### src/rtl/if_stage.sv
// Instruction fetch stage: owns the fetch PC and the IF/ID pipeline register.
// Each edge does exactly one of four things, highest priority first:
// reset, stall (hold), redirect (branch/jump with a squash bubble),
// or a normal sequential fetch.
//
// No valid/ready handshake exists here. Decode asserts stall to freeze the
// stage. doBranch_id is honoured only on an unstalled edge, and decode
// already gates it with valid_id.
module if_stage #(
  parameter logic [31:0] RESET_VECTOR = 32'h0000_0000,
  parameter logic [31:0] NOP          = 32'h0000_0000
) (
  input  logic        clk,
  input  logic        reset,
  input  logic        stall,
  input  logic        doBranch_id,
  input  logic        jump_id,
  input  logic [31:0] imm_for_branch,
  input  logic [25:0] j_address_id,
  output logic [31:0] imem_addr,
  input  logic [31:0] imem_data,
  output logic [31:0] pc,
  output logic [31:0] inst,
  output logic        valid_id,
  output logic [31:0] fetch_count
);

  logic [31:0] pc_f_d, pc_f_q;
  logic [31:0] pc_d, pc_q;
  logic [31:0] inst_d, inst_q;
  logic        valid_id_d, valid_id_q;
  logic [31:0] fetch_count_d, fetch_count_q;

  logic [31:0] pc_plus4;
  logic [31:0] branch_target;
  logic [31:0] jump_target;
  logic [31:0] redirect_target;

  // Target arithmetic: both targets are relative to the IF/ID PC (the branch's own PC+4).
  always_comb begin
    pc_plus4        = pc_f_q + 32'd4;
    branch_target   = pc_q + {imm_for_branch[29:0], 2'b00};
    jump_target     = {pc_q[31:28], j_address_id, 2'b00};
    redirect_target = jump_id ? jump_target : branch_target;
  end

  // Next-state selection: reset > stall > redirect > sequential fetch.
  always_comb begin
    pc_f_d        = pc_f_q;
    pc_d          = pc_q;
    inst_d        = inst_q;
    valid_id_d    = valid_id_q;
    fetch_count_d = fetch_count_q;
    if (reset) begin
      pc_f_d        = RESET_VECTOR;
      pc_d          = 32'd0;
      inst_d        = NOP;
      valid_id_d    = 1'b0;
      fetch_count_d = 32'd0;
    end else if (stall) begin
      // Hold everything. A pending redirect is re-presented by decode later.
    end else if (doBranch_id) begin
      // Squash the wrong-path word fetched this cycle with a NOP bubble.
      pc_f_d     = redirect_target;
      pc_d       = pc_plus4;
      inst_d     = NOP;
      valid_id_d = 1'b0;
    end else begin
      pc_f_d        = pc_plus4;
      pc_d          = pc_plus4;
      inst_d        = imem_data;
      valid_id_d    = 1'b1;
      fetch_count_d = fetch_count_q + 32'd1;
    end
  end

  // State registers; reset is folded into the next-state logic above.
  always_ff @(posedge clk) begin
    pc_f_q        <= pc_f_d;
    pc_q          <= pc_d;
    inst_q        <= inst_d;
    valid_id_q    <= valid_id_d;
    fetch_count_q <= fetch_count_d;
  end

  // Outputs come straight from the registers; the memory address is the fetch PC.
  always_comb begin
    imem_addr   = pc_f_q;
    pc          = pc_q;
    inst        = inst_q;
    valid_id    = valid_id_q;
    fetch_count = fetch_count_q;
  end

endmodule

### config.mk
export PLATFORM = sky130hd
export DESIGN_NAME = if_stage
export DESIGN_NICKNAME = d
export VERILOG_FILES = /design/src/rtl/if_stage.sv
export SDC_FILE = /design/constraint.sdc
export NUM_CORES = 1
export LEC_CHECK = 0
export ABC_AREA = 1
export CAP_MARGIN = 40
export CORE_AREA = 8 8 162 180
export DETAILED_ROUTE_END_ITERATION = 10
export DIE_AREA = 0 0 170 188
export SLEW_MARGIN = 20
export SYNTH_ARGS = -nofsm -noshare
export SYNTH_HDL_FRONTEND = slang
export SYNTH_SLANG_ARGS = --single-unit
### constraint.sdc
create_clock -name clk -period 1.9 [get_ports clk]
set_input_delay 0.19 -clock clk [delete_from_list [all_inputs] [get_ports clk]]
set_output_delay 0.19 -clock clk [all_outputs]
set_load 0.01 [all_outputs]
==> impl_metrics.csv, run 1 <==
group,metric,value,unit
run_status,outcome,"completed",
timing,clock_skew,0.01702,ns
yosys,synth_commonest_cells,"310 x nand2_1, 148 x nor2_1, 137 x inv_1",
die,fp.coreArea,0.02633,mm^2
power,combPwrFrac,0.272,
power,p_sw,2.717,mW
detailed_routing,ant_nets,0,
yosys,synthArstFlopShare,0,
worst_setup_path,critPathTopFamily,"simple AND/OR/NAND/NOR gates",
cts,cts_buffers,17,
worst_setup_path,worst_r2r_endpoint,"imem_addr[24]$_SDFFE_PP0N_",
die,die_w,170,um
detailed_routing,drt_iter0_markers,498,
worst_setup_path,cp.required,2.21,ns
timing,worst_pin_slew,0.5660,ns
yosys,yosysMostFrequentCell,"nand2_1",
min_path,min_path_cells,3,
layout,register_area,0.002611,mm^2
cts,clk_latency,0.43,ns
worst_setup_path,end_kind,"flop",
cts,cts_hold_buf,0,
timing,relSlewSlack,0.6226,
die,placementRows,63,
yosys,syn_avg_cell_area,6.479,um^2
yosys,ys_warn_count,0,
timing,setup_viol,0,
timing,max_freq,528.1,MHz
timing,period_share,0.9966,
cts,htreeDepth,4,
power,p_per_area,645.1,mW/mm^2
cts,cts_tree,"yes",
worst_setup_path,critical_path.max_fanout,4,
min_path,hold_path.class,"primary input to flop",
job,maxCapViolCount,0,
timing,tns,0,ns
yosys,syn_area,0.007963,mm^2
worst_setup_path,worstSetupPathType,"flop to flop",
min_path,worstHoldStart,"reset",
worst_setup_path,reg2reg_from,"pc[3]$_SDFFE_PP0N_",
worst_setup_path,worst_path_max_delay_cell,"fa_2",
cts,root_buffer,"clkbuf_16",
worst_setup_path,slowest_delay,0.37,ns
worst_setup_path,r2r_slack,0.006,ns
cts,clkTransAtPathRegs,0.07,ns
yosys,synthTopCellsByArea,"dfxtp_1 32%, nand2_1 15%, nor2_1 7.0%, inv_1 6.5%, a21oi_1 6.2%",
layout,syn_to_final_growth,66.92,%
placed_design,port_buffers,221,
cts,cts_buffer_depth,2,
worst_setup_path,worstPathArrival,2.21,ns
global_routing,grt_pass1_vias,9671,
detailed_routing,num_vias,9506,
power,swShare,0.3169,
layout,multiInputGateArea,0.005441,mm^2
die,dieHeight,188,um
layout,fin_util,0.5048,
worst_setup_path,cp_cell_sequence,"buf_6 -> fa_2 -> nand3_2 -> nand2_4 -> nand2_2 -> nand2_2 -> buf_6 -> nand4_1 -> nand3_1 -> nand2_1 -> nand3_1 -> nand2_1 -> nand2_1",
layout,final_cells,1984,
global_routing,antenna_found_initial,2,
global_routing,grt_max_degree,51,
yosys,synth_top_area_share,0.3243,
power,intPower,5.857,mW
yosys,ys_seq_area_frac,0.3243,
detailed_routing,wl_per_cell,16.77,um
power,clkPwrFrac,0.383,
yosys,yosys.area.top_type,"dfxtp_1",
layout,fillers,2634,
yosys,syn_inst,1229,
layout,drive_gt1_frac,0.2514,
yosys,synth-edff-count,0,
power,cellLeakagePower,5.624,nW
yosys,syn-num-nets,1356,
detailed_routing,drtPass1Iterations,5,
die,num_io_pins,224,
die,dieArea,0.03196,mm^2
detailed_routing,drcViolationCount,0,
placed_design,dp_cells,1945,
worst_setup_path,cp_num_buf_inv,2,
power,max-vdd-ir-drop,434.4,uV
global_routing,grt_pass1_wl,51.65,mm
yosys,synth_flop_cell,"dfxtp_1",
timing,final_max_slew_viol_count,0,
die,start_util,0.3024,
detailed_routing,routed_wl,33.27,mm
power,power.share.sequential,0.345,
yosys,synth_cell_types,44,
power,total_power,8.574,mW
yosys,yosys_register_bits,129,
min_path,hold_end,"inst[1]$_SDFFE_PP0N_",
global_routing,overflow,0,
layout,fin_nets,1741,
worst_setup_path,cp-start-kind,"flop",
timing,rsz0062_at_grt,"yes",
timing,period_minus_slack,1.894,ns
timing,hold_viol,0,
layout,n_antenna_cell,0,
global_routing,track_usage,0.2046,
cts,clock_sinks,129,
detailed_routing,viasPerCell,4.791,
worst_setup_path,timing.critical_path.mode_cell,"nand2_1",
placed_design,place_hpwl,25.94,mm
worst_setup_path,worstRegToRegCells,13,
placed_design,gp_congestion,0.9263,
timing,whs,0.1913,ns
power by group through the flow:
stage	Combinational (mW)	Sequential [mW]	Clock, mW
floorplan	0.817	3.06	0
global placement	2.04	2.99	0
detailed placement	2.05	2.99	0
CTS	2.12	2.94	3.36
global route	2.53	2.97	3.49
finish	2.33	2.96	3.29
cell type report:
| type | instances | area share |
|---|---|---|
| multi-input cells | 917 | 0.4094 |
| repair buffers | 409 | 0.2777 |
| clock inverters | 14 | 0.01101 |
| well taps | 357 | 0.03361 |
| inverters | 140 | 0.03954 |
| clock buffers | 18 | 0.03229 |
| flip-flops and latches | 129 | 0.1965 |
state kept, by name, summed over array words and instances (netlist names):
| name | cells |
|---|---|
| inst | 32 |
| valid_id | 1 |
| imem_addr | 32 |
| fetch_count | 32 |
| pc | 32 |
cell usage in the layout, fill, tap and decap left out, types with 8 or more instances in the layout:
cell               n
nor3_1            20
nor2_1           124
a21oi_1           78
nand3_2            8
o21ai_1           16
ha_4              23
dfxtp_1          108
nand2_2           35
inv_1            133
clkbuf_16         17
nor3_2            10
xor2_1            24
nor2_2            26
nor2_4             8
nand4_1           20
nand3_1           74
clkdlybuf4s50_1  219
nand2_1          275
buf_4            179
o21ai_0           49
a21oi_2           16
o21bai_1          10
dfxtp_2           20
xnor2_1           10
o211ai_1          26
kinds of logic (layout without fill, tap and decap cells):
logic type | Yosys count | count (layout) | synth area share
simple gates | 625 | 625 | 0.3385
compound gates | 222 | 222 | 0.1556
buf+inv | 183 | 581 | 0.08847
flops | 129 | 129 | 0.3243
xor+xnor | 37 | 37 | 0.04070
fa+ha+maj | 32 | 32 | 0.05123
mux | 1 | 1 | 0.001257
worst min-delay path, cell delays in order:
cell and delay (ns):
buf_2 0.10, buf_4 0.22, a21oi_1 0.06
how the worst max path moves through the flow:
| stage | startpoint | endpoint | slack, ns | cells past startpoint |
|---|---|---|---|---|
| global placement | imm_for_branch[2] | imem_addr[19]$_SDFFE_PP0N_ | -0.56 | 12 |
| detailed placement | imm_for_branch[2] | imem_addr[19]$_SDFFE_PP0N_ | -0.57 | 12 |
| CTS | pc[3]$_SDFFE_PP0N_ | imem_addr[27]$_SDFFE_PP0N_ | -0.007 | 13 |
| global route | pc[3]$_SDFFE_PP0N_ | imem_addr[24]$_SDFFE_PP0N_ | -0.1 | 13 |
| finish | pc[3]$_SDFFE_PP0N_ | imem_addr[24]$_SDFFE_PP0N_ | 0.006 | 13 |
| floorplan | pc[2]$_SDFFE_PP0N_ | imem_addr[20]$_SDFFE_PP0N_ | 0.04 | 14 |
routing by layer:
layer / GRT usage / part of all wire
met2: 0.3530 / 0.48
met1: 0.2377 / 0.42
met5: 0 / 0.00069
met4: 0.07565 / 0.030
met3: 0.05468 / 0.069
stage by stage:
| stage | setup slack (ns) | cell area, um^2 |
|---|---|---|
| 2_1_floorplan | 0.03764 | 7965 |
| 3_3_place_gp | -0.5625 | 11860 |
| 3_5_place_dp | -0.5655 | 11860 |
| 4_1_cts | -0.007455 | 12630 |
| 5_1_grt | -0.09798 | 13290 |
| 6_report | 0.006414 | 13290 |
timing repair:
item | 4_1_cts | 5_1_grt
setup buffers | 3 | 4
pin swaps | 15 | 45
gates resized for setup | 52 | 148
endpoints found under the setup margin | 28 | 42
(Power assumes the default switching activity.)
==> run 2, diff against run 1 <==
Settings changed: PLACE_DENSITY set to 0.67.
==> impl_metrics.csv, run 2 (synthesis results as in run 1) <==
group,metric,value,unit
timing,relSlewSlack,0.6407,
layout,fin_nets,1730,
worst_setup_path,cp.required,2.22,ns
global_routing,grt_pass1_vias,9751,
detailed_routing,dr_wl_met2,16.31,mm
worst_setup_path,end_kind,"flop",
power,cellLeakagePower,5.644,nW
timing,hold_viol,0,
detailed_routing,top_layer_used,"met4",
worst_setup_path,worstSetupPathType,"flop to flop",
layout,layout_commonest_cell,"nand2_1",
timing,period_share,1.002,
detailed_routing,viasPerCell,4.904,
placed_design,gp_congestion,0.8973,
worst_setup_path,worstPathArrival,2.22,ns
detailed_routing,ant_nets,0,
cts,cts_buffer_depth,2,
placed_design,port_buffers,221,
worst_setup_path,slowest_delay,0.33,ns
detailed_routing,num_vias,9676,
detailed_routing,drt_iter0_markers,618,
cts,clk_latency,0.43,ns
timing,max_freq,525.5,MHz
detailed_routing,wl_met1,13.60,mm
timing,final_max_slew_viol_count,0,
die,dieHeight,188,um
power,total_power,8.731,mW
die,placementRows,63,
cts,htreeDepth,4,
placed_design,place_hpwl,25.85,mm
die,fp.coreArea,0.02633,mm^2
cts,clock_sinks,129,
timing,tns,-0.003026,ns
cts,cts_buffers,17,
worst_setup_path,critical_path.max_fanout,4,
worst_setup_path,worst_path_max_delay_cell,"ha_1",
die,die_w,170,um
timing,worst_pin_slew,0.5390,ns
cts,clkTransAtPathRegs,0.06,ns
global_routing,grt_pass1_wl,51.68,mm
die,dieArea,0.03196,mm^2
detailed_routing,routed_wl,33.37,mm
global_routing,grt_max_degree,66,
layout,drive_gt1_frac,0.2574,
timing,setup_viol,1,
placed_design,pre_cts_ws,-0.6405,ns
placed_design,post_dp_cell_area,0.01173,mm^2
global_routing,track_usage,0.2041,
die,num_io_pins,224,
timing,period_minus_slack,1.903,ns
global_routing,overflow,0,
power,max-vdd-ir-drop,522.1,uV
layout,syn_to_final_growth,67.66,%
worst_setup_path,cp_cell_sequence,"ha_1 -> buf_6 -> nand2_1 -> buf_4 -> nor2_4 -> nand2_2 -> nor2_2 -> nand2_4 -> nand4_1 -> nand3_2 -> nand2_2 -> nand2_2",
cts,cts_tree,"yes",
timing,clock_skew,0.01362,ns
timing,rsz0062_at_grt,"yes",
detailed_routing,drtPass1Iterations,5,
detailed_routing,wl_per_cell,16.91,um
worst_setup_path,timing.critical_path.mode_cell,"nand2_2",
detailed_routing,wl_met3,2.255,mm
layout,final_cells,1973,
job,maxCapViolCount,0,
layout,finalInstanceArea,0.01335,mm^2
cts,cts_hold_buf,0,
run_status,outcome,"finished, violations left",
layout,fillers,2570,
die,start_util,0.3024,
global_routing,antenna_found_initial,0,
layout,most-common-layout-cells,"264 x nand2_1, 219 x clkdlybuf4s50_1, 169 x buf_4",
detailed_routing,drcViolationCount,0,
placed_design,dp_cells,1932,
run_status,violations,"negative setup slack",
layout,n_antenna_cell,0,
cts,root_buffer,"clkbuf_16",
power,p_per_area,654.0,mW/mm^2
worst_setup_path,cp-start-kind,"flop",
timing,setup_ws,-0.003026,ns
min_path,hold_path.class,"primary input to flop",
run 2: power breakdown:
group          switching (mW)  total [mW]  internal [mW]  leakage, nW
clock                    1.42        3.40           1.98        0.283
sequential              0.118        2.96           2.84         1.06
combinational            1.20        2.37           1.17         4.30
run 2: path summary, 6_finish.rpt:
check	start	end	cells past startpoint	slack, ns
setup / recovery	pc[23]$_SDFFE_PP0N_	imem_addr[26]$_SDFFE_PP0N_	12	-0.003
hold / removal	reset	imem_addr[2]$_SDFFE_PP0N_	2	0.07
setup reg to reg	pc[23]$_SDFFE_PP0N_	imem_addr[26]$_SDFFE_PP0N_	12	-0.003
hold reg to reg	fetch_count[3]$_SDFFE_PP0P_	fetch_count[3]$_SDFFE_PP0P_	1	0.46
run 2: layout make-up:
| type | instances | area (um^2) | area share |
|---|---|---|---|
| Inverter | 140 | 525.5 | 0.03936 |
| Sequential cell | 129 | 2610 | 0.1955 |
| Clock buffer | 18 | 429.2 | 0.03215 |
| Multi-Input combinational cell | 917 | 5585 | 0.4184 |
| Timing Repair Buffer | 398 | 3587 | 0.2687 |
| Clock inverter | 14 | 166.4 | 0.01246 |
| Tap cell | 357 | 446.7 | 0.03346 |
run 2: worst max-delay path, delay by kind of cell (launching register included):
| kind | cells | cell delay, ns |
|---|---|---|
| adders and majority gates | 1 | 0.33 |
| buffers and inverters | 2 | 0.29 |
| DFF | 1 | 0.31 |
| and+or+nand+nor | 9 | 0.85 |
run 2: timing repair:
item,CTS,global route
setup endpoints to repair,23,40
buffers inserted,3,6
resized for setup,54,179
pin swaps,13,62
hold endpoints to repair,0,0
run 2: per-layer routing:
metal  GRT usage  up-vias
met5           0        -
met2      0.3530      334
li1            -     4759
met3     0.05363       66
met1      0.2325     4517
met4     0.08781        0
run 2: metrics by stage:
stage | util | hold WS (ns)
2_1_floorplan | - | 0.3287
3_3_place_gp | 0.4457 | 0.4508
3_5_place_dp | 0.4457 | 0.4572
4_1_cts | 0.4757 | 0.07662
5_1_grt | 0.5071 | 0.08951
6_report | 0.5071 | 0.07176
==> run 3, diff against run 2 <==
Settings changed: CELL_PAD_IN_SITES_DETAIL_PLACEMENT set to 1, CELL_PAD_IN_SITES_GLOBAL_PLACEMENT set to 2, CORE_AREA 8 8 162 180 to 8 8 187 207, DIE_AREA 0 0 170 188 to 0 0 195 215, PLACE_DENSITY 0.67 to 0.87, SKIP_CTS_REPAIR_TIMING set to 1.
==> impl_metrics.csv, run 3 (synthesis results as in run 1) <==
group,metric,value,unit
run_status,outcome,"finished, violations left",
run_status,violations,"negative setup slack",
layout,drive_gt1_frac,0.2667,
die,die_w,195,um
min_path,worstHoldStart,"stall",
detailed_routing,wl_per_cell,19.06,um
detailed_routing,ant_nets,0,
power,total_power,8.553,mW
global_routing,track_usage,0.1782,
detailed_routing,routed_wl,39.74,mm
timing,worst_pin_slew,0.5710,ns
layout,layout_commonest_cell,"nand2_1",
detailed_routing,viasPerCell,4.755,
cts,clkTransAtPathRegs,0.07,ns
layout,fin_util,0.3822,
power,max-vdd-ir-drop,577.2,uV
placed_design,pre_cts_ws,-0.5866,ns
layout,fin_nets,1749,
global_routing,grt_pass1_wl,58.36,mm
cts,clk_latency,0.44,ns
worst_setup_path,reg2reg_from,"pc[2]$_SDFFE_PP0N_",
cts,cts_tree,"yes",
timing,period_minus_slack,1.937,ns
power,cellLeakagePower,5.717,nW
layout,finalInstanceArea,0.01355,mm^2
placed_design,dp_cells,2042,
die,num_io_pins,224,
cts,htreeDepth,4,
worst_setup_path,worstPathArrival,2.28,ns
worst_setup_path,cp-start-kind,"flop",
timing,final_max_slew_viol_count,0,
detailed_routing,drt_iter0_markers,369,
worst_setup_path,cp.required,2.24,ns
die,placementRows,73,
detailed_routing,drtPass1Iterations,4,
cts,root_buffer,"clkbuf_16",
global_routing,overflow,0,
die,dieHeight,215,um
worst_setup_path,critical_path.max_fanout,4,
job,maxCapViolCount,0,
timing,clock_skew,0.01047,ns
timing,setup_ws,-0.03661,ns
timing,whs,0.2884,ns
layout,final_cells,2085,
timing,rsz0062_at_grt,"yes",
detailed_routing,num_vias,9914,
layout,n_antenna_cell,0,
timing,setup_viol,3,
timing,relSlewSlack,0.6193,
die,fp.coreArea,0.03544,mm^2
timing,max_freq,516.4,MHz
placed_design,place_hpwl,31.07,mm
placed_design,post_dp_cell_area,0.01200,mm^2
layout,most-common-layout-cells,"272 x nand2_1, 219 x clkdlybuf4s50_1, 188 x buf_4",
placed_design,gp_congestion,0.9170,
cts,cts_buffer_depth,2,
global_routing,grt_max_degree,62,
cts,cts_buffers,17,
worst_setup_path,end_kind,"flop",
worst_setup_path,worstSetupPathType,"flop to flop",
power,p_per_area,631.4,mW/mm^2
timing,hold_viol,0,
detailed_routing,drcViolationCount,0,
timing,tns,-0.09467,ns
layout,syn_to_final_growth,70.11,%
die,start_util,0.2247,
timing,period_share,1.019,
global_routing,antenna_found_initial,3,
placed_design,port_buffers,221,
die,dieArea,0.04193,mm^2
cts,clock_sinks,129,
global_routing,grt_pass1_vias,10451,
worst_setup_path,critPathLaunch,"pc[2]$_SDFFE_PP0N_",
min_path,hold_path.class,"primary input to flop",
[run 3: final timing paths]
path	endpoint	slack, ns	cells past startpoint
max	imem_addr[28]$_SDFFE_PP0N_	-0.04	14
min	fetch_count[6]$_SDFFE_PP0P_	0.29	6
max reg2reg	imem_addr[28]$_SDFFE_PP0N_	-0.04	14
min reg2reg	inst[15]$_SDFFE_PP0N_	0.47	2
[run 3: layer usage]
metal  routed length (um)  up-vias  global-route usage
met5                   29        -                   0
met4                 1819        4             0.08470
met3                 2939       86             0.06549
met2                19100      288              0.3011
met1                15860     4748              0.1960
li1                     -     4788                   -
[run 3: worst max-delay path: stages (launching register included)]
cell      delay [ns]
dfxtp_2         0.33
ha_4            0.16
fa_2            0.39
nand3_2         0.09
nand2_4         0.09
nand2_4         0.09
nand2_4         0.06
nand2_4         0.07
nand2_4         0.06
nand3b_1        0.14
nand2_1         0.08
nand2_1         0.06
nand3_1         0.06
nand2_1         0.10
nand2_1         0.05
[run 3: final cells by class]
type | count | area (um^2)
clock buffer | 18 | 439.2
clock inverter | 14 | 106.4
fill | 4398 | 21890
inverter | 140 | 525.5
multi-input combinational | 917 | 5553
sequential | 129 | 2611
tap | 450 | 563.0
timing repair buffer | 417 | 3747
[run 3: report_power, final]
part,internal (mW),switching [mW]
logic,1.19,1.27
registers,2.84,0.121
clock network,1.71,1.42
